### src/rtl/fpu_pkg.sv
// Shared types and constants for the FPU vector runner: op codes, vector layout,
// runner state encoding and single-precision classification helpers.
package fpu_pkg;

  localparam logic [1:0]  FPU_OP_ADD = 2'b00;
  localparam logic [1:0]  FPU_OP_SUB = 2'b01;
  localparam logic [1:0]  FPU_OP_MUL = 2'b10;

  localparam logic [31:0] F32_QNAN = 32'h7FC00000;
  localparam logic [31:0] F32_ONE  = 32'h3F800000;

  typedef struct packed {
    logic [31:0] A;
    logic [31:0] B;
    logic [1:0]  sel;
    logic [31:0] exp;
  } fpu_vec_t;

  typedef enum logic [2:0] {
    ST_IDLE,
    ST_FETCH,
    ST_LOAD,
    ST_SEND,
    ST_WAIT_RES,
    ST_CHECK,
    ST_DONE
  } runner_state_t;

  function automatic logic f32_is_nan(input logic [31:0] x);
    return (x[30:23] == 8'hFF) && (x[22:0] != 23'd0);
  endfunction

  function automatic logic f32_is_zero(input logic [31:0] x);
    return x[30:0] == 31'd0;
  endfunction

endpackage

### src/rtl/fpu_vec_runner_cmp.sv
// Result comparator: any NaN matches any NaN, +0 matches -0, otherwise bit-exact.
module fpu_result_cmp
  import fpu_pkg::*;
(
  input  logic [31:0] got,
  input  logic [31:0] exp,
  output logic        match
);

  always_comb begin
    match = (f32_is_nan(got) && f32_is_nan(exp)) ||
            (f32_is_zero(got) && f32_is_zero(exp)) ||
            (got == exp);
  end

endmodule

### src/rtl/fpu_vec_runner.sv
// Streams test vectors from a memory through an FPU one transaction at a time and
// scores the results. Define FPU_RUNNER_BACKPRESSURE_EN to throttle result_rdy with an LFSR.
module fpu_vec_runner
  import fpu_pkg::*;
#(
  parameter int VEC_AW  = 8,
  parameter int TIMEOUT = 1024
) (
  input  logic              clk,
  input  logic              reset,
  input  logic              start,
  input  logic [VEC_AW:0]   num_vecs,
  output logic              busy,
  output logic              done,
  output logic              vec_rd_en,
  output logic [VEC_AW-1:0] vec_addr,
  input  logic [97:0]       vec_rd_data,
  output logic              operands_val,
  output logic [31:0]       operands_bits_A,
  output logic [31:0]       operands_bits_B,
  output logic [1:0]        operands_sel,
  input  logic              operands_rdy,
  input  logic              result_val,
  input  logic [31:0]       result_bits,
  output logic              result_rdy,
  output logic [15:0]       fail_count,
  output logic [VEC_AW-1:0] first_fail_idx,
  output logic              first_fail_vld,
  output logic              timeout_flag,
  output logic [31:0]       last_got
);

  localparam int TW = $clog2(TIMEOUT + 1);

  runner_state_t     state, state_nxt;
  fpu_vec_t          vec_q;
  logic [VEC_AW-1:0] idx;
  logic [VEC_AW:0]   num_q;
  logic [TW-1:0]     wait_cnt;
  logic              hs_op, hs_res, match, last_vec, wait_expired;
  logic              timeout_hit, count_fail, rdy_gate;

  function automatic logic [15:0] sat_inc(input logic [15:0] v);
    return (v == 16'hFFFF) ? v : v + 16'd1;
  endfunction

`ifdef FPU_RUNNER_BACKPRESSURE_EN
  logic [15:0] lfsr;
  always_ff @(posedge clk) begin
    if (reset) lfsr <= 16'hACE1;
    else       lfsr <= {lfsr[14:0], lfsr[15] ^ lfsr[13] ^ lfsr[12] ^ lfsr[10]};
  end
  assign rdy_gate = lfsr[0];
`else
  assign rdy_gate = 1'b1;
`endif

  fpu_result_cmp u_cmp (
    .got   (last_got),
    .exp   (vec_q.exp),
    .match (match)
  );

  assign busy            = (state != ST_IDLE);
  assign done            = (state == ST_DONE);
  assign vec_rd_en       = (state == ST_FETCH);
  assign vec_addr        = idx;
  assign operands_val    = (state == ST_SEND);
  assign operands_bits_A = vec_q.A;
  assign operands_bits_B = vec_q.B;
  assign operands_sel    = vec_q.sel;
  assign result_rdy      = (state == ST_WAIT_RES) && rdy_gate;

  assign hs_op        = operands_val && operands_rdy;
  assign hs_res       = result_val && result_rdy;
  assign last_vec     = ({1'b0, idx} == num_q - (VEC_AW + 1)'(1));
  assign wait_expired = (wait_cnt == TW'(TIMEOUT - 1));
  // A stall expires only in a cycle where the pending handshake did not complete.
  assign timeout_hit  = wait_expired &&
                        (((state == ST_SEND) && !hs_op) || ((state == ST_WAIT_RES) && !hs_res));
  assign count_fail   = timeout_hit || ((state == ST_CHECK) && !match);

  always_comb begin
    state_nxt = state;
    case (state)
      ST_IDLE:     if (start) state_nxt = (num_vecs == '0) ? ST_DONE : ST_FETCH;
      ST_FETCH:    state_nxt = ST_LOAD;
      ST_LOAD:     state_nxt = ST_SEND;
      ST_SEND:     if (hs_op) state_nxt = ST_WAIT_RES;
                   else if (timeout_hit) state_nxt = ST_DONE;
      ST_WAIT_RES: if (hs_res) state_nxt = ST_CHECK;
                   else if (timeout_hit) state_nxt = ST_DONE;
      ST_CHECK:    state_nxt = last_vec ? ST_DONE : ST_FETCH;
      ST_DONE:     state_nxt = ST_IDLE;
      default:     state_nxt = ST_IDLE;
    endcase
  end

  always_ff @(posedge clk) begin
    if (reset) begin
      state          <= ST_IDLE;
      vec_q          <= '0;
      idx            <= '0;
      num_q          <= '0;
      wait_cnt       <= '0;
      fail_count     <= '0;
      first_fail_idx <= '0;
      first_fail_vld <= 1'b0;
      timeout_flag   <= 1'b0;
      last_got       <= '0;
    end else begin
      state <= state_nxt;
      if ((state == ST_IDLE) && start && (num_vecs != '0)) begin
        idx            <= '0;
        num_q          <= num_vecs;
        fail_count     <= '0;
        first_fail_idx <= '0;
        first_fail_vld <= 1'b0;
        timeout_flag   <= 1'b0;
      end
      if (state == ST_LOAD) vec_q <= vec_rd_data;
      if (hs_res) last_got <= result_bits;
      if ((state == ST_CHECK) && !last_vec) idx <= idx + VEC_AW'(1);
      // The stall counter restarts whenever a handshake state is entered or left.
      if (((state == ST_SEND) || (state == ST_WAIT_RES)) && (state_nxt == state))
        wait_cnt <= wait_cnt + TW'(1);
      else
        wait_cnt <= '0;
      if (count_fail) begin
        fail_count <= sat_inc(fail_count);
        if (!first_fail_vld) begin
          first_fail_idx <= idx;
          first_fail_vld <= 1'b1;
        end
      end
      if (timeout_hit) timeout_flag <= 1'b1;
    end
  end

endmodule
### config.mk
export PLATFORM = sky130hd
export DESIGN_NAME = fpu_vec_runner
export DESIGN_NICKNAME = d
export VERILOG_FILES = /design/src/rtl/fpu_pkg.sv /design/src/rtl/fpu_vec_runner_cmp.sv /design/src/rtl/fpu_vec_runner.sv
export SDC_FILE = /design/constraint.sdc
export NUM_CORES = 1
export LEC_CHECK = 0
export CAP_MARGIN = 20
export CORE_MARGIN = 1.5
export CORE_UTILIZATION = 35
export CTS_CLUSTER_DIAMETER = 30
export DETAILED_ROUTE_END_ITERATION = 8
export GPL_ROUTABILITY_DRIVEN = 0
export GPL_TIMING_DRIVEN = 1
export PLACE_DENSITY = 0.69
export SKIP_CTS_REPAIR_TIMING = 1
export SLEW_MARGIN = 40
export SYNTH_ARGS = -nofsm -noshare
export SYNTH_HDL_FRONTEND = slang
export SYNTH_HIERARCHICAL = 1
export SYNTH_SLANG_ARGS = --single-unit
### constraint.sdc
create_clock -name clk -period 2.1 [get_ports clk]
set_input_delay 0.525 -clock clk [delete_from_list [all_inputs] [get_ports clk]]
set_output_delay 0.525 -clock clk [all_outputs]
set_load 0.03 [all_outputs]
==> flow_metrics.tcl, run 1 <==
set metrics [dict create \
    worstSetupEndpoint "fail_count[9]" \
    p_leak_uw 0.00559 \
    grt_remaining_overflow 0 \
    synth_compound_area_share_pct 14.0 \
    synth_xor_area_share_pct 5.42 \
    crit_start "vec_q[0]" \
    worst_clock_skew_ps 10.7 \
    hold_violations 0 \
    nNetsFinal 1535 \
    crit_buf_inv 1 \
    drt-total-wl_mm 26.6 \
    synth_top_cell_by_area "dfxtp_1" \
    grt_pass1_wl_mm 38.9 \
    start_kind "register" \
    die_x_um 158 \
    clockBufferDepth 2 \
    syn_to_final_growth_pct 57.2 \
    h-tree-depth 4 \
    worst_slack_ps -343 \
    crit_path_end_kind "register" \
    max_slew.worst_pin.slew_ps 756 \
    synthTopCellsByArea "dfxtp_1, nand2_1, a21oi_1, buf_4, xnor2_1" \
    hold_class "in2reg" \
    grt_max_degree 67 \
    track_usage_pct 19.8 \
    yosysTopAreaCellShare_pct 44.5 \
    grt_antenna_before_repair 0 \
    vdd_drop_max_mv 0.468 \
    crit_top_cell "nor2_2" \
    clk_pin_slew_ps 70 \
    synth-edff-count 0 \
    fin_crit_sh_pct 116 \
    power.density_mw_per_mm2 684 \
    synth-simple-area-share_pct 25.9 \
    nFillCells 2123 \
    cp_slowest_stage_delay_ps 470 \
    mappedNetlistArea_sq_mm 0.00840 \
    seq_area_frac_synth_pct 44.5 \
    ys_types 61 \
    synth_fa_ha_area_share_pct 0.596 \
    cts_tree "yes" \
    violations "negative setup slack" \
    setup_violations 30 \
    syn_inst 1078 \
    ant_nets 0 \
    rows 56 \
    avgSynthCellArea_sq_um 7.80 \
    synth_ff_type "dfxtp_1" \
    cts_buffers 17 \
    drv_slew 0 \
    muxShareOfSynthArea_pct 0.119 \
    die_y_um 158 \
    hpwl_mm 18.9 \
    rrSetupSlack_ps -340 \
    fin_crit_ps 2440 \
    drive_above_1_share_pct 20.0 \
    arrival_ps 2800 \
    crit_cells 10 \
    path_max_fanout 8 \
    die-area_sq_mm 0.0250 \
    synthArstFlopShare_pct 0 \
    crit_chain "nor4_1 > nand4_1 > nor2_2 > o311ai_4 > nor2_2 > a21o_1 > a21oi_4 > buf_12 > or4_4 > a21oi_2" \
    drt_iter0_drc 466 \
    cts-root-buf "clkbuf_16" \
    synth_top_family_by_area "simple AND/OR/NAND/NOR gates" \
    yosys_warnings 6 \
    synth_seq_cells 187 \
    outcome "complete, but fails checks" \
    drcViolationCount 0 \
    placed_area_sq_mm 0.0120 \
    rr_endpoint "fail_count[9]" \
    path_class "reg2reg" \
    finalPower_uw 9040 \
    finalInstanceArea_sq_mm 0.0132 \
    core_sq_mm 0.0235 \
    drt_pass1_iterations 5 \
    cts_sinks 187 \
    syn-num-nets 1226 \
    register_area_sq_mm 0.00380 \
    wl_per_cell_um 15.5 \
    timing.rr.start "vec_q[0]" \
    fmax_mhz 409 \
    vias_per_cell 4.86 \
    io_pins 281 \
    initial_core_util_pct 35.7 \
    r2r_cells 10 \
    grt_pass1_vias 7739 \
    cp_slowest_cell "or4_4" \
    route.vias.total 8352 \
    drv_cap 0 \
    required_ps 2460 \
    critPathTopFamily "simple AND/OR/NAND/NOR gates" \
    relSlewSlack_pct 49.6 \
    multi_input_area_sq_mm 0.00423 \
    numPortBuffers 280 \
    rsz0062_at_grt "true" \
    clk-insertion-delay-late_ps 420 \
]
## worst reg2reg max path, delay by kind of cell, from the launching register on
kind	cells	cell delay (ps)
flip-flops	1	340
AND/OR/NAND/NOR	5	1350
AO/OA/AOI/OAI	4	560
buffers and inverters	1	140
## metrics by stage
| stage | utilization (%) | hold slack, ps | setup slack (ps) | std cells | TNS, ps |
|---|---|---|---|---|---|
| CTS | 53.6 | 303 | -448 | 1709 | -12840 |
| global route | 56.1 | 311 | -388 | 1717 | -8640 |
| floorplan | - | 430 | -73.1 | 1078 | -180 |
| detailed placement | 51.0 | 445 | -521 | 1679 | -21280 |
| finish | 56.1 | 326 | -343 | 1718 | -5700 |
| global placement | 51.0 | 441 | -547 | 1679 | -22350 |
## synth_stat cells, types with 2 or more instances
| cell | count |
|---|---|
| o211ai_1 | 6 |
| nand2_1 | 313 |
| o2bb2ai_1 | 2 |
| xor2_1 | 6 |
| xnor2_1 | 46 |
| a22oi_1 | 3 |
| a211o_1 | 3 |
| buf_1 | 2 |
| inv_1 | 6 |
| o21ai_0 | 8 |
| nand2b_1 | 6 |
| nor2_1 | 46 |
| a21o_1 | 3 |
| or2_2 | 2 |
| buf_2 | 5 |
| and2_1 | 4 |
| or4_1 | 5 |
| and3_1 | 4 |
| buf_6 | 2 |
| buf_4 | 67 |
| a211oi_1 | 5 |
| nor4_4 | 2 |
| dfxtp_1 | 187 |
| nor3_1 | 13 |
| nand4_1 | 17 |
| a31oi_1 | 2 |
| nor3b_1 | 2 |
| nor4_1 | 22 |
| o31ai_1 | 2 |
| or3_4 | 2 |
| clkbuf_1 | 53 |
| nand3_1 | 29 |
| nand3b_1 | 2 |
| and3_2 | 2 |
| ha_1 | 4 |
| or3_1 | 6 |
| a21oi_1 | 165 |
## placed cells by master, fill, tap and decap left out, types with 7 or more instances in the layout
master           instances
nand2_1                308
clkdlybuf4s50_1        225
dfxtp_1                156
a21oi_1                154
buf_4                  126
dlymetal6s2s_1          52
nor2_1                  41
xnor2_1                 41
nand3_1                 28
dfxtp_2                 24
clkbuf_16               20
nand4_1                 17
a21oi_2                 12
nor4_1                  12
nor3_1                  10
buf_12                  10
nor4_2                   7
dfxtp_4                  7
## power breakdown
group | leakage, uW | total (uW) | switching (uW) | internal, uW
logic | 0.00376 | 1860 | 960 | 897
clock network | 0.000291 | 3370 | 1420 | 1950
registers | 0.00153 | 3810 | 117 | 3700
## worst min-delay path by stage
| stage | from | to | slack [ps] | depth (start not counted) |
|---|---|---|---|---|
| after floorplan | wait_cnt[0] | wait_cnt[0] | 430 | 1 |
| after global placement | operands_bits_B[19] | operands_bits_B[19] | 440 | 2 |
| after detailed placement | operands_bits_B[9] | operands_bits_B[9] | 450 | 2 |
| after CTS | reset | vec_addr[7] | 300 | 2 |
| after global routing | reset | vec_addr[7] | 310 | 2 |
| final | reset | vec_addr[7] | 330 | 2 |
## cell families after synthesis
logic type | Yosys count
AOI/OAI and AO/OA | 210
xor gates and xnor gates | 52
adders and majority gates | 4
buffers and inverters | 137
DFF | 187
muxes | 1
and+or+nand+nor | 487
## state kept, by name, summed over array words and instances, names as in the netlist, 2 cells and up
signal,count
vec_addr,8
fail_count,16
first_fail_idx,8
wait_cnt,11
last_got,32
operands_bits_A,32
state,3
num_q,9
vec_q,32
operands_bits_B,32
operands_sel,2
## area by class of cell
class | instances | area share, %
clock buffer | 18 | 3.41
sequential | 187 | 28.8
tap | 319 | 3.02
multi-input combinational | 755 | 32.1
antenna | 1 | 0.0189
clock inverter | 12 | 1.20
timing repair buffer | 419 | 31.3
inverter | 7 | 0.199
## metal layers
layer / track usage, % / part of all wire (%)
met5: 0 / 0
met4: 7.25 / 1.8
met3: 3.67 / 5.2
met2: 34.5 / 50
met1: 24.3 / 43
No activity file was read; power rests on OpenSTA's default activity.
==> run 2, diff against run 1 <==
--- a/config.mk
+++ b/config.mk
@@ -12,9 +12,9 @@
 export DETAILED_ROUTE_END_ITERATION = 8
 export GPL_ROUTABILITY_DRIVEN = 0
 export GPL_TIMING_DRIVEN = 1
-export PLACE_DENSITY = 0.69
+export PLACE_DENSITY = 0.67
 export SKIP_CTS_REPAIR_TIMING = 1
-export SLEW_MARGIN = 40
+export SLEW_MARGIN = 10
 export SYNTH_ARGS = -nofsm -noshare
 export SYNTH_HDL_FRONTEND = slang
 export SYNTH_HIERARCHICAL = 1
==> constraint.sdc (replaced) <==
create_clock -name clk -period 3 [get_ports clk]
set_input_delay 0.75 -clock clk [delete_from_list [all_inputs] [get_ports clk]]
set_output_delay 0.75 -clock clk [all_outputs]
set_load 0.03 [all_outputs]
==> run 2 against run 1 <==
The flow now finishes without violations. Critical endpoint is now result_rdy. Critical path depth fell by 7. Sequential share of layout area rose by 3.5 points. First-iteration DRC count fell by 17%. Die area did not move. Register-to-register slack improved by 650 ps. Sequential cell count did not move. Largest power group unchanged.
==> flow_metrics.tcl, run 2 (synthesis results as in run 1) <==
set metrics [dict create \
    relSlewSlack_pct 51.5 \
    rsz0062_at_grt "false" \
    ant_nets 0 \
    setup_violations 0 \
    worst_clock_skew_ps 11.4 \
    numPortBuffers 280 \
    fmax_mhz 346 \
    layout_common_cells "nand2_1, clkdlybuf4s50_1, dfxtp_1" \
    drv_cap 0 \
    grtUsageMet3_pct 4.11 \
    grt_max_degree 65 \
    die_y_um 158 \
    register_area_sq_mm 0.00374 \
    track_usage_pct 19.1 \
    arrival_ps 2140 \
    hold_violations 0 \
    whs_ps 453 \
    syn_to_final_growth_pct 38.0 \
    multi_input_area_sq_mm 0.00388 \
    p_leak_uw 0.00385 \
    final_common_cell "nand2_1" \
    outcome "complete, no violations" \
    met1_usage_pct 24.1 \
    start_kind "register" \
    die_x_um 158 \
    crit_path_end_kind "primary output" \
    nNetsFinal 1410 \
    hold_class "reg2reg" \
    grt_pass1_wl_mm 37.5 \
    drv_slew 0 \
    fin_crit_sh_pct 96.4 \
    die-area_sq_mm 0.0250 \
    clockBufferDepth 2 \
    grt_antenna_before_repair 0 \
    fin_crit_ps 2890 \
    grt_pass1_vias 7176 \
    drt_iter0_drc 386 \
    rows 56 \
    hpwl_mm 17.8 \
    fin_cells 1593 \
    clk_pin_slew_ps 70 \
    drt_pass1_iterations 5 \
    path_max_fanout 8 \
    busiest_layer "met2" \
    core_sq_mm 0.0235 \
    grt_use_met2_pct 32.5 \
    drive_above_1_share_pct 5.26 \
    cts_sinks 187 \
    cts_tree "yes" \
    h-tree-depth 4 \
    diodes 0 \
    max_slew.worst_pin.slew_ps 727 \
    clk-insertion-delay-late_ps 420 \
    power.density_mw_per_mm2 525 \
    required_ps 2250 \
    io_pins 281 \
    vdd_drop_max_mv 0.316 \
    drt-total-wl_mm 24.9 \
    route.vias.total 7761 \
    path_class "reg2out" \
    holdPathStages 2 \
    wl_per_cell_um 15.6 \
    drcViolationCount 0 \
    vias_per_cell 4.87 \
    r2r_cells 8 \
    cts_buffers 17 \
    place_inst 1562 \
    cts-root-buf "clkbuf_16" \
    finalPower_uw 6090 \
    nFillCells 2307 \
    initial_core_util_pct 35.7 \
    grt_remaining_overflow 0 \
]
run 2: cell type report:
class,instances,area share [%]
Clock inverter,12,1.39
Sequential cell,187,32.3
Tap cell,319,3.44
Inverter,7,0.227
Multi-Input combinational cell,754,33.5
Timing Repair Buffer,295,25.3
Clock buffer,19,3.82
run 2: critical path, cell delays in order (launching register included):
cell,delay [ps]
dfxtp_1,500
inv_2,110
nor3_2,350
clkdlybuf4s50_1,770
run 2: where the power goes:
part	internal, uW	switching, uW	leakage [uW]	total (uW)
sequential	2590	94.9	0.00151	2690
combinational	484	570	0.00205	1050
clock	1340	1010	0.000287	2350
total	4420	1670	0.00385	6090
run 2: stage by stage:
step / cell area [sq um] / TNS, ps / setup slack (ps) / utilization (%)
after floorplan: 8400 / 0 / 664 / -
after global placement: 11000 / 0 / 261 / 46.7
after detailed placement: 11000 / 0 / 176 / 46.7
after CTS: 11600 / -65.4 / -65.4 / 49.2
after global routing: 11600 / 0 / 35.2 / 49.3
final: 11600 / 0 / 108 / 49.3
run 2: metal layers:
layer  share of wire [%]  vias up  wire [um]
li1                    -     3929          -
met5                   0        -          0
met1                  44     3604      11000
met3                 5.6       24       1400
met4                 1.7        0        422
met2                  49      204      12100
run 2: final timing paths:
| kind | startpoint | end | slack (ps) |
|---|---|---|---|
| setup / recovery | state[2] | result_rdy | 110 |
| hold / removal | operands_bits_A[4] | operands_bits_A[4] | 450 |
| setup reg to reg | last_got[23] | fail_count[8] | 310 |
| hold reg to reg | operands_bits_A[4] | operands_bits_A[4] | 450 |
